## config.mk

```make
export PLATFORM = sky130hd
export DESIGN_NAME = mem_access_sequencer
export DESIGN_NICKNAME = d
export VERILOG_FILES = /design/src/rtl/mem_seq_pkg.sv /design/src/rtl/rr_arbiter2.sv /design/src/rtl/mem_access_sequencer.sv
export SDC_FILE = /design/constraint.sdc
export NUM_CORES = 1
export LEC_CHECK = 0
export CORE_MARGIN = 2
export CORE_UTILIZATION = 60
export DETAILED_ROUTE_END_ITERATION = 10
export DONT_BUFFER_PORTS = 1
export GPL_ROUTABILITY_DRIVEN = 0
export HOLD_SLACK_MARGIN = 0.15
export PLACE_DENSITY = 0.85
export SLEW_MARGIN = 20
export SYNTH_ARGS = -nofsm -noshare
export SYNTH_HDL_FRONTEND = slang
export SYNTH_SLANG_ARGS = --single-unit
```

## constraint.sdc

```tcl
create_clock -name Clk -period 3.6 [get_ports Clk]
set_input_delay 0.72 -clock Clk [delete_from_list [all_inputs] [get_ports Clk]]
set_output_delay 0.72 -clock Clk [all_outputs]
set_load 0.02 [all_outputs]
```

## src/rtl/mem_seq_pkg.sv

```systemverilog
// -----------------------------------------------------------------------------
// mem_seq_pkg
// Shared types and constants for the SRAM access sequencer.
//   - state_e     : sequencer FSM states (IDLE, SETUP, ACCESS, DONE)
//   - req_id_e    : requester identity (REQ_CPU, REQ_DBG)
//   - strobes_t   : active-low SRAM strobe bundle {ce, ub, lb, oe, we}
//   - STROBE_IDLE : all strobes deasserted (all ones)
//   - ADDR_W_DEFAULT / DATA_W_DEFAULT : default bus widths
// -----------------------------------------------------------------------------
package mem_seq_pkg;

  localparam int unsigned ADDR_W_DEFAULT = 20;
  localparam int unsigned DATA_W_DEFAULT = 16;

  // Wide enough for the largest legal access phase (15 cycles).
  localparam int unsigned CNT_W = 4;

  typedef enum logic [1:0] {
    IDLE   = 2'd0,
    SETUP  = 2'd1,
    ACCESS = 2'd2,
    DONE   = 2'd3
  } state_e;

  typedef enum logic {
    REQ_CPU = 1'b0,
    REQ_DBG = 1'b1
  } req_id_e;

  typedef struct packed {
    logic ce;
    logic ub;
    logic lb;
    logic oe;
    logic we;
  } strobes_t;

  localparam strobes_t STROBE_IDLE = 5'b11111;

endpackage

```

## src/rtl/rr_arbiter2.sv

```systemverilog
// -----------------------------------------------------------------------------
// rr_arbiter2
// Two-input round-robin arbiter with a last-grant register. The grant output
// is combinational from the requests and the last-grant register; the register
// advances only when en_i pulses (the sequencer's IDLE grant edge).
// Only built when MEM_SEQ_DBG_PORT_EN is defined; without the debug port the
// sequencer always grants the CPU and has no arbiter.
//
// Ports:
//   clk_i      : clock
//   rst_ni     : asynchronous active-low reset (CPU wins the first tie)
//   req_cpu_i  : CPU request
//   req_dbg_i  : debug/loader request
//   en_i       : commit the current grant as the last grant
//   gnt_o      : granted requester (REQ_CPU when neither requests)
// -----------------------------------------------------------------------------
`ifdef MEM_SEQ_DBG_PORT_EN
module rr_arbiter2
  import mem_seq_pkg::*;
(
  input  logic    clk_i,
  input  logic    rst_ni,
  input  logic    req_cpu_i,
  input  logic    req_dbg_i,
  input  logic    en_i,
  output req_id_e gnt_o
);

  req_id_e last_q, last_d;

  always_comb begin
    gnt_o = REQ_CPU;
    if (req_cpu_i && req_dbg_i) begin
      // Tie: favour whoever was not served last.
      gnt_o = (last_q == REQ_CPU) ? REQ_DBG : REQ_CPU;
    end else if (req_dbg_i) begin
      gnt_o = REQ_DBG;
    end
    last_d = en_i ? gnt_o : last_q;
  end

  // Resetting to "DBG served last" makes the CPU win the first tie.
  always_ff @(posedge clk_i or negedge rst_ni) begin
    if (!rst_ni) begin
      last_q <= REQ_DBG;
    end else begin
      last_q <= last_d;
    end
  end

endmodule
`endif

```

## src/rtl/mem_access_sequencer.sv

```systemverilog
// -----------------------------------------------------------------------------
// mem_access_sequencer
// Sequences single-word SRAM reads and writes for the SLC-3 as a
// SETUP / ACCESS (WAIT_CYCLES) / DONE handshake and owns the active-low SRAM
// strobes. Two requesters share the memory: the CPU (MAR/MDR path) and a
// debug/loader port.
//
// Build option: MEM_SEQ_DBG_PORT_EN
//   defined   : debug port live, round-robin arbitration between CPU and debug.
//   undefined : dbg_* inputs ignored, dbg_ack/dbg_rdata tied to 0, CPU always
//               granted. The port list is the same in both builds.
//
// Ports:
//   Clk, Reset          : clock, asynchronous active-low reset
//   cpu_req/we/addr/wdata : CPU request (req held until cpu_ack)
//   cpu_ack, cpu_rdata    : one-cycle completion pulse, held read data
//   dbg_*                 : same as the CPU port, for the debug/loader
//   ADDR, Data_out        : SRAM address and write data
//   Data_drive            : 1 = Data_out drives the shared data bus
//   Data_in               : SRAM read data
//   CE, UB, LB, OE, WE    : SRAM strobes, active-low
//
// Timing (W = WAIT_CYCLES): grant edge -> 1 SETUP cycle -> W ACCESS cycles ->
// 1 DONE cycle (ack) -> at least 1 IDLE cycle before the next grant.
// -----------------------------------------------------------------------------
module mem_access_sequencer
  import mem_seq_pkg::*;
#(
  parameter int unsigned WAIT_CYCLES = 2,
  parameter int unsigned ADDR_W      = ADDR_W_DEFAULT,
  parameter int unsigned DATA_W      = DATA_W_DEFAULT
) (
  input  logic              Clk,
  input  logic              Reset,

  input  logic              cpu_req,
  input  logic              cpu_we,
  input  logic [ADDR_W-1:0] cpu_addr,
  input  logic [DATA_W-1:0] cpu_wdata,
  output logic              cpu_ack,
  output logic [DATA_W-1:0] cpu_rdata,

  input  logic              dbg_req,
  input  logic              dbg_we,
  input  logic [ADDR_W-1:0] dbg_addr,
  input  logic [DATA_W-1:0] dbg_wdata,
  output logic              dbg_ack,
  output logic [DATA_W-1:0] dbg_rdata,

  output logic [ADDR_W-1:0] ADDR,
  output logic [DATA_W-1:0] Data_out,
  output logic              Data_drive,
  input  logic [DATA_W-1:0] Data_in,

  output logic              CE,
  output logic              UB,
  output logic              LB,
  output logic              OE,
  output logic              WE
);

  localparam logic [CNT_W-1:0] CNT_LOAD = CNT_W'(WAIT_CYCLES - 1);

  // ---------------------------------------------------------------------------
  // State and latched transaction
  // ---------------------------------------------------------------------------
  state_e              state_q, state_d;
  req_id_e             gnt_q, gnt_d;
  logic                we_q, we_d;
  logic [ADDR_W-1:0]   addr_q, addr_d;
  logic [DATA_W-1:0]   wdata_q, wdata_d;
  logic [CNT_W-1:0]    cnt_q, cnt_d;
  logic [DATA_W-1:0]   cpu_rdata_q, cpu_rdata_d;

  // Arbitration result and the selected requester's fields.
  logic                any_req;
  logic                grant_en;
  req_id_e             arb_gnt;
  logic                sel_we;
  logic [ADDR_W-1:0]   sel_addr;
  logic [DATA_W-1:0]   sel_wdata;

  strobes_t            strb;

`ifdef MEM_SEQ_DBG_PORT_EN
  logic [DATA_W-1:0]   dbg_rdata_q, dbg_rdata_d;

  assign any_req = cpu_req | dbg_req;

  rr_arbiter2 u_arb (
    .clk_i     (Clk),
    .rst_ni    (Reset),
    .req_cpu_i (cpu_req),
    .req_dbg_i (dbg_req),
    .en_i      (grant_en),
    .gnt_o     (arb_gnt)
  );
`else
  // Debug inputs are intentionally unused in this build.
  logic unused_dbg;
  assign unused_dbg = ^{dbg_req, dbg_we, dbg_addr, dbg_wdata};

  assign any_req = cpu_req;
  assign arb_gnt = REQ_CPU;
`endif

  // A grant happens only on an IDLE edge; this also steps the arbiter.
  assign grant_en = (state_q == IDLE) && any_req;

  always_comb begin
    sel_we    = cpu_we;
    sel_addr  = cpu_addr;
    sel_wdata = cpu_wdata;
`ifdef MEM_SEQ_DBG_PORT_EN
    if (arb_gnt == REQ_DBG) begin
      sel_we    = dbg_we;
      sel_addr  = dbg_addr;
      sel_wdata = dbg_wdata;
    end
`endif
  end

  // ---------------------------------------------------------------------------
  // Next-state logic
  // ---------------------------------------------------------------------------
  // NOTE: every variable gets a hold/default value before the case so that no
  // path leaves it unassigned; otherwise synthesis infers a latch.
  always_comb begin
    state_d     = state_q;
    gnt_d       = gnt_q;
    we_d        = we_q;
    addr_d      = addr_q;
    wdata_d     = wdata_q;
    cnt_d       = cnt_q;
    cpu_rdata_d = cpu_rdata_q;
`ifdef MEM_SEQ_DBG_PORT_EN
    dbg_rdata_d = dbg_rdata_q;
`endif

    unique case (state_q)
      IDLE: begin
        if (grant_en) begin
          // Everything the transaction needs is captured here, so requester
          // inputs may change freely until the ack.
          state_d = SETUP;
          gnt_d   = arb_gnt;
          we_d    = sel_we;
          addr_d  = sel_addr;
          wdata_d = sel_wdata;
        end
      end

      SETUP: begin
        state_d = ACCESS;
        cnt_d   = CNT_LOAD;
      end

      ACCESS: begin
        if (cnt_q == '0) begin
          state_d = DONE;
          // Final ACCESS edge: OE has been low for the whole access phase.
          if (!we_q) begin
`ifdef MEM_SEQ_DBG_PORT_EN
            if (gnt_q == REQ_DBG) begin
              dbg_rdata_d = Data_in;
            end else begin
              cpu_rdata_d = Data_in;
            end
`else
            cpu_rdata_d = Data_in;
`endif
          end
        end else begin
          cnt_d = cnt_q - CNT_W'(1);
        end
      end

      DONE: begin
        state_d = IDLE;
      end

      default: begin
        state_d = IDLE;
      end
    endcase
  end

  // ---------------------------------------------------------------------------
  // State registers
  // ---------------------------------------------------------------------------
  // NOTE: sequential state is updated with non-blocking assignments so every
  // register samples the pre-edge values regardless of statement order.
  always_ff @(posedge Clk or negedge Reset) begin
    if (!Reset) begin
      state_q     <= IDLE;
      gnt_q       <= REQ_CPU;
      we_q        <= 1'b0;
      addr_q      <= '0;
      wdata_q     <= '0;
      cnt_q       <= '0;
      cpu_rdata_q <= '0;
    end else begin
      state_q     <= state_d;
      gnt_q       <= gnt_d;
      we_q        <= we_d;
      addr_q      <= addr_d;
      wdata_q     <= wdata_d;
      cnt_q       <= cnt_d;
      cpu_rdata_q <= cpu_rdata_d;
    end
  end

`ifdef MEM_SEQ_DBG_PORT_EN
  always_ff @(posedge Clk or negedge Reset) begin
    if (!Reset) begin
      dbg_rdata_q <= '0;
    end else begin
      dbg_rdata_q <= dbg_rdata_d;
    end
  end
`endif

  // ---------------------------------------------------------------------------
  // Outputs: decoded only from registers, so there is no combinational path
  // from any request to the strobes, and an async reset of state_q releases
  // the bus immediately.
  // ---------------------------------------------------------------------------
  always_comb begin
    strb       = STROBE_IDLE;
    Data_drive = 1'b0;

    unique case (state_q)
      SETUP: begin
        strb.ce = 1'b0;
        strb.ub = 1'b0;
        strb.lb = 1'b0;
        if (we_q) begin
          Data_drive = 1'b1;
        end else begin
          strb.oe = 1'b0;
        end
      end

      ACCESS: begin
        strb.ce = 1'b0;
        strb.ub = 1'b0;
        strb.lb = 1'b0;
        if (we_q) begin
          strb.we    = 1'b0;
          Data_drive = 1'b1;
        end else begin
          strb.oe = 1'b0;
        end
      end

      DONE: begin
        // WE (or OE) has already risen; chip stays selected and write data
        // stays on the bus for one hold cycle.
        strb.ce = 1'b0;
        strb.ub = 1'b0;
        strb.lb = 1'b0;
        if (we_q) begin
          Data_drive = 1'b1;
        end
      end

      default: begin
        strb       = STROBE_IDLE;
        Data_drive = 1'b0;
      end
    endcase
  end

  assign CE       = strb.ce;
  assign UB       = strb.ub;
  assign LB       = strb.lb;
  assign OE       = strb.oe;
  assign WE       = strb.we;
  assign ADDR     = addr_q;
  assign Data_out = wdata_q;

  assign cpu_ack   = (state_q == DONE) && (gnt_q == REQ_CPU);
  assign cpu_rdata = cpu_rdata_q;

`ifdef MEM_SEQ_DBG_PORT_EN
  assign dbg_ack   = (state_q == DONE) && (gnt_q == REQ_DBG);
  assign dbg_rdata = dbg_rdata_q;
`else
  assign dbg_ack   = 1'b0;
  assign dbg_rdata = '0;
`endif

endmodule
```

==> results of run 1 <==
==> through the flow <==
stage / setup WS (ns) / hold slack (ns) / instances
2_1_floorplan: 1.77 / 0.424 / 186
5_1_grt: 1.09 / 0.259 / 229
6_report: 1.18 / 0.260 / 229
3_5_place_dp: 1.51 / 0.426 / 212
4_1_cts: 1.15 / 0.259 / 229
3_3_place_gp: 1.55 / 0.426 / 212
==> routing by layer <==
| layer | vias up | global-route usage |
|---|---|---|
| li1 | 562 | - |
| met1 | 636 | 0.198 |
| met2 | 91 | 0.300 |
| met3 | 7 | 0.102 |
| met4 | 0 | 0.0980 |
| met5 | - | 0 |
==> state kept, by name, summed over array words and instances, names as in the netlist <==
signal     flops
ADDR          20
Data_out      16
cpu_rdata     16
cnt_q          4
state_q        2
we_q           1
==> cell type report <==
type | instances | area [µm²]
Clock buffer | 11 | 151
Clock inverter | 5 | 75.1
Fill cell | 294 | 1290
Inverter | 4 | 15.0
Multi-Input combinational cell | 99 | 958
Sequential cell | 59 | 1480
Tap cell | 50 | 62.6
Timing Repair Buffer | 1 | 27.5
==> report_power, final <==
| group | internal [mW] | switching (mW) | total (mW) |
|---|---|---|---|
| combinational | 0.442 | 0.350 | 0.792 |
| clock | 0.424 | 0.236 | 0.660 |
| sequential | 1.00 | 0.612 | 1.61 |
| total | 1.87 | 1.20 | 3.06 |
==> cell families after synthesis <==
logic type	Yosys count	share of synthesized area
buffers and inverters	28	0.0737
AND/OR/NAND/NOR	14	0.0395
AO/OA/AOI/OAI	6	0.0205
flip-flops	59	0.576
adder cells (fa/ha/maj)	6	0.0293
multiplexers	56	0.260
other	1	0.00146
==> cell usage after synthesis (all sizes together) <==
| master | n | area, µm² |
|---|---|---|
| o2bb2ai | 1 | 8.76 |
| nor2 | 1 | 3.75 |
| mux2 | 54 | 646 |
| buf | 24 | 174 |
| nand2b | 1 | 6.26 |
| mux2i | 2 | 20.0 |
| a21oi | 2 | 13.8 |
| conb | 1 | 3.75 |
| ha | 6 | 75.1 |
| nor3b | 1 | 7.51 |
| a32o | 1 | 10.0 |
| and2b | 1 | 7.51 |
| and3 | 1 | 6.26 |
| or3 | 1 | 6.26 |
| or3b | 1 | 11.3 |
| nand2 | 3 | 13.8 |
| nand3 | 1 | 17.5 |
| o32a | 1 | 10.0 |
| nor4b | 1 | 8.76 |
| dfrtp | 59 | 1480 |
| nor2b | 2 | 12.5 |
| inv | 4 | 15.0 |
| a311o | 1 | 10.0 |
==> worst register-to-register path: stages, from the launching register on <==
cell	delay, ns
dfrtp_1	0.41
inv_1	0.12
ha_1	0.48
nand3_4	0.36
mux2_4	0.40
==> worst max-delay path by stage <==
| stage | endpoint | slack, ns | depth (start not counted) |
|---|---|---|---|
| 6_report | Data_drive | 1.18 | 3 |
| 5_1_grt | Data_drive | 1.09 | 3 |
| 4_1_cts | Data_drive | 1.15 | 3 |
| 3_5_place_dp | Data_drive | 1.51 | 3 |
| 3_3_place_gp | Data_drive | 1.55 | 3 |
| 2_1_floorplan | Data_drive | 1.77 | 3 |
==> out/results.ini, run 1 <==
[clock_network]
cts_setup_buffers=0
clock_path_buffers=2
cts_tree=built
clock_sinks=59
numCtsBuffers=9
postCtsResizedCells=0
worstSkewPairLatency_ns=0.32
clk_pin_slew_ns=0.06
cts_hold_buffers=1
clockRootBuffer=clkbuf_8
h-tree-depth=3

[detailed_routing]
drcViolationCount=0
routed_via_density=5.66
dr_wl_met3_um=507
wl_per_cell_um=18.3
antenna_left=0
met1_length_um=1510
drt_pass1_iterations=3
num_vias=1296
drtIter0Drc=26
highest_layer=met4
wl_met2_um=2090
routed_wirelength_um=4190

[grt]
grt_start_max_net_pins=60
gr-total-overflow=0
antenna_found_initial=0
track_usage=0.187
grt_pass1_wl_um=6900
grt_pass1_vias=1434

[setup_path]
cp_data_arrival_time_ns=1.70
crit_slowest_cell=ha_1
worstPathMaxFanout=5
reg2reg_depth=4
crit_family=adder cells
required_ns=2.88
cp-start-kind=flip-flop
critPathMaxStageDelay_ns=0.61
reg2reg_from=state_q[0]
setup.worst_path.class=flip-flop to output port
crit_path_end_kind=output port
crit_chain=inv_1, ha_1, nor2b_1
r2r_end=cpu_rdata[13]
worstSetupStartpoint=state_q[0]
path_buf_inv=1
r2r_slack_ns=1.72

[power_and_ir_drop]
p_per_area_mw_per_mm2=1110
finalPower_mw=3.06
peakVddDrop_mv=0.518
power.leakage_nw=1.29

[placement]
dp_hpwl_um=3040
io_buffers=0
dpl_cell_area_mm2=0.00251

[min_path]
hold_class=primary input to async pin

[sta]
final-hold-violation-count=0
relSlewSlack=0.461
worst_pin_slew_ns=0.806
skew_ns=0.00196
drv_slew=0
fmax_mhz=412
setup_viol=0
finalCriticalPeriod_ns=2.42
finalCritPeriodShare=0.674
setup_tns_ns=0
rsz0062_at_grt=no

[yosys]
synth.avg_cell_area_um2=15.1
ys_ff_latch=59
netlist_area_mm2=0.00256
synth_cell_types=29
synth-seq-area-share=0.576
synth_cells=170
yosys_warnings=0

[outcome]
status=finished, final reports clean

[cells_and_area]
antennaDiodeCount=0
area_growth_syn_to_layout_pct=7.91
fin_util=0.682
fin_area_mm2=0.00277
final_common_cell=dfrtp_1
final_cell_mix=59 x dfrtp_1, 43 x mux2_2, 17 x conb_1
final_nets=274
layout-drive-gt1-share=0.413

[floorplan]
die_h_um=69.4
coreArea_mm2=0.00406
start_util=0.632
fp.dieW_um=69.4
rows=23
dieArea_mm2=0.00481
pin_count=170

[run]
cap_viol_max_count=0

Power figures use the tool's default switching activity.
==> run 2, diff against run 1 <==
Clock period 3.6 ns to 2.5 ns, I/O delays scaled along.
==> out/results.ini, run 2 (synthesis gave the netlist of run 1 again) <==
[detailed_routing]
drtIter0Drc=35
num_vias=1303
antenna_left=0
drcViolationCount=0
routed_via_density=5.64
drt_pass1_iterations=3
routed_wirelength_um=4340
wl_per_cell_um=18.8

[floorplan]
die_h_um=69.4
coreArea_mm2=0.00406
dieArea_mm2=0.00481
fp.dieW_um=69.4
pin_count=170
start_util=0.632
rows=23

[cells_and_area]
final_cell_mix=59 x dfrtp_1, 43 x mux2_2, 17 x conb_1
area_growth_syn_to_layout_pct=6.73
largest_register_ffs=20
layout-drive-gt1-share=0.414
final_nets=276
final_common_cell=dfrtp_1
fin_util=0.674
fin_area_mm2=0.00274
antennaDiodeCount=0

[clock_network]
cts_tree=built
h-tree-depth=3
numCtsBuffers=9
clockRootBuffer=clkbuf_8
cts_setup_buffers=0
worstSkewPairLatency_ns=0.32
clk_pin_slew_ns=0.06
clock_path_buffers=2
clock_sinks=59

[setup_path]
crit_slowest_cell=ha_1
cp_data_arrival_time_ns=1.63
crit_chain=inv_1, ha_1, nand2_1
required_ns=2.00
critPathMaxStageDelay_ns=0.50
setup.worst_path.class=flip-flop to output port
cp-start-kind=flip-flop
worstPathMaxFanout=12
crit_path_end_kind=output port

[grt]
grt_pass1_vias=1401
track_usage=0.192
grt_start_max_net_pins=60
gr-total-overflow=0
antenna_found_initial=0
grt_pass1_wl_um=6990

[sta]
final-hold-violation-count=0
setup_viol=0
setup_tns_ns=0
rsz0062_at_grt=no
fmax_mhz=470
finalCritPeriodShare=0.851
skew_ns=0.00380
finalCriticalPeriod_ns=2.13
drv_slew=0
relSlewSlack=0.457
worst_pin_slew_ns=0.812

[power_and_ir_drop]
p_per_area_mw_per_mm2=1550
power.leakage_nw=1.27
p_int_mw=2.49
peakVddDrop_mv=0.733
clockPowerShare=0.177
p_comb_frac=0.274
switching_share=0.412
p_switching_mw=1.75
p_seq_frac=0.549

[placement]
dpl_cell_area_mm2=0.00252
io_buffers=0
dp_hpwl_um=3060

[run]
cap_viol_max_count=0

[outcome]
status=finished, final reports clean

[min_path]
hold_class=primary input to flip-flop

[run 2: cell count changes in the layout (fill, tap and decap cells not counted)]
cell           change
bufinv_16          -2
buf_4              +1
clkinv_2           +1
clkinvlp_4         +1
dlygate4sd3_1      +1
[run 2: power groups by stage]
stage               clock, mW  combinational (mW)  sequential, mW
floorplan                   0                1.07            2.23
global placement            0                1.07            2.32
detailed placement          0                1.15            2.34
CTS                     0.774                1.18            2.33
global route            0.825                1.27            2.39
finish                  0.751                1.16            2.33
[run 2: worst paths after layout]
path / startpoint / endpoint / slack [ns] / depth (start not counted)
worst min register to register: cnt_q[1] / cnt_q[1] / 0.51 / 1
worst min-delay path: Data_in[7] / cpu_rdata[7] / 0.32 / 1
worst max register to register: state_q[0] / cpu_rdata[13] / 0.57 / 4
min in group asynchronous: Reset / cnt_q[2] / 0.71 / 2
worst max-delay path: state_q[0] / WE / 0.37 / 3
max in group asynchronous: Reset / cnt_q[0] / 1.53 / 2
[run 2: repair_timing]
action / CTS / global route
resized for setup: 0 / 0
hold buffers: 2 / 0
endpoints found under the hold margin: 59 / 0
[run 2: layout make-up]
cell class / count / area, µm²
Timing Repair Buffer: 3 / 45.0
Multi-Input combinational cell: 99 / 958
Clock inverter: 5 / 27.5
Tap cell: 50 / 62.6
Fill cell: 280 / 1320
Sequential cell: 59 / 1480
Clock buffer: 11 / 151
Inverter: 4 / 15.0
[run 2: metrics by stage]
stage / hold WS (ns) / std cells / total power, mW / setup slack [ns]
floorplan: 0.204 / 186 / 3.30 / 0.892
finish: 0.320 / 231 / 4.24 / 0.371
global route: 0.298 / 231 / 4.48 / 0.267
CTS: 0.304 / 231 / 4.29 / 0.367
global placement: 0.206 / 213 / 3.39 / 0.723
detailed placement: 0.206 / 213 / 3.49 / 0.596
[run 2: worst max-delay path, delay by kind of cell (launching register included)]
| family | cells | cell delay, ns |
|---|---|---|
| fa+ha+maj | 1 | 0.50 |
| flops | 1 | 0.41 |
| simple gates | 1 | 0.27 |
| buf+inv | 1 | 0.12 |
[run 2: layer usage]
layer	routed length, µm	GRT usage	up-vias
li1	-	-	561
met3	524	0.105	12
met2	2070	0.283	95
met1	1640	0.219	635
met4	108	0.113	0
met5	0	0	-
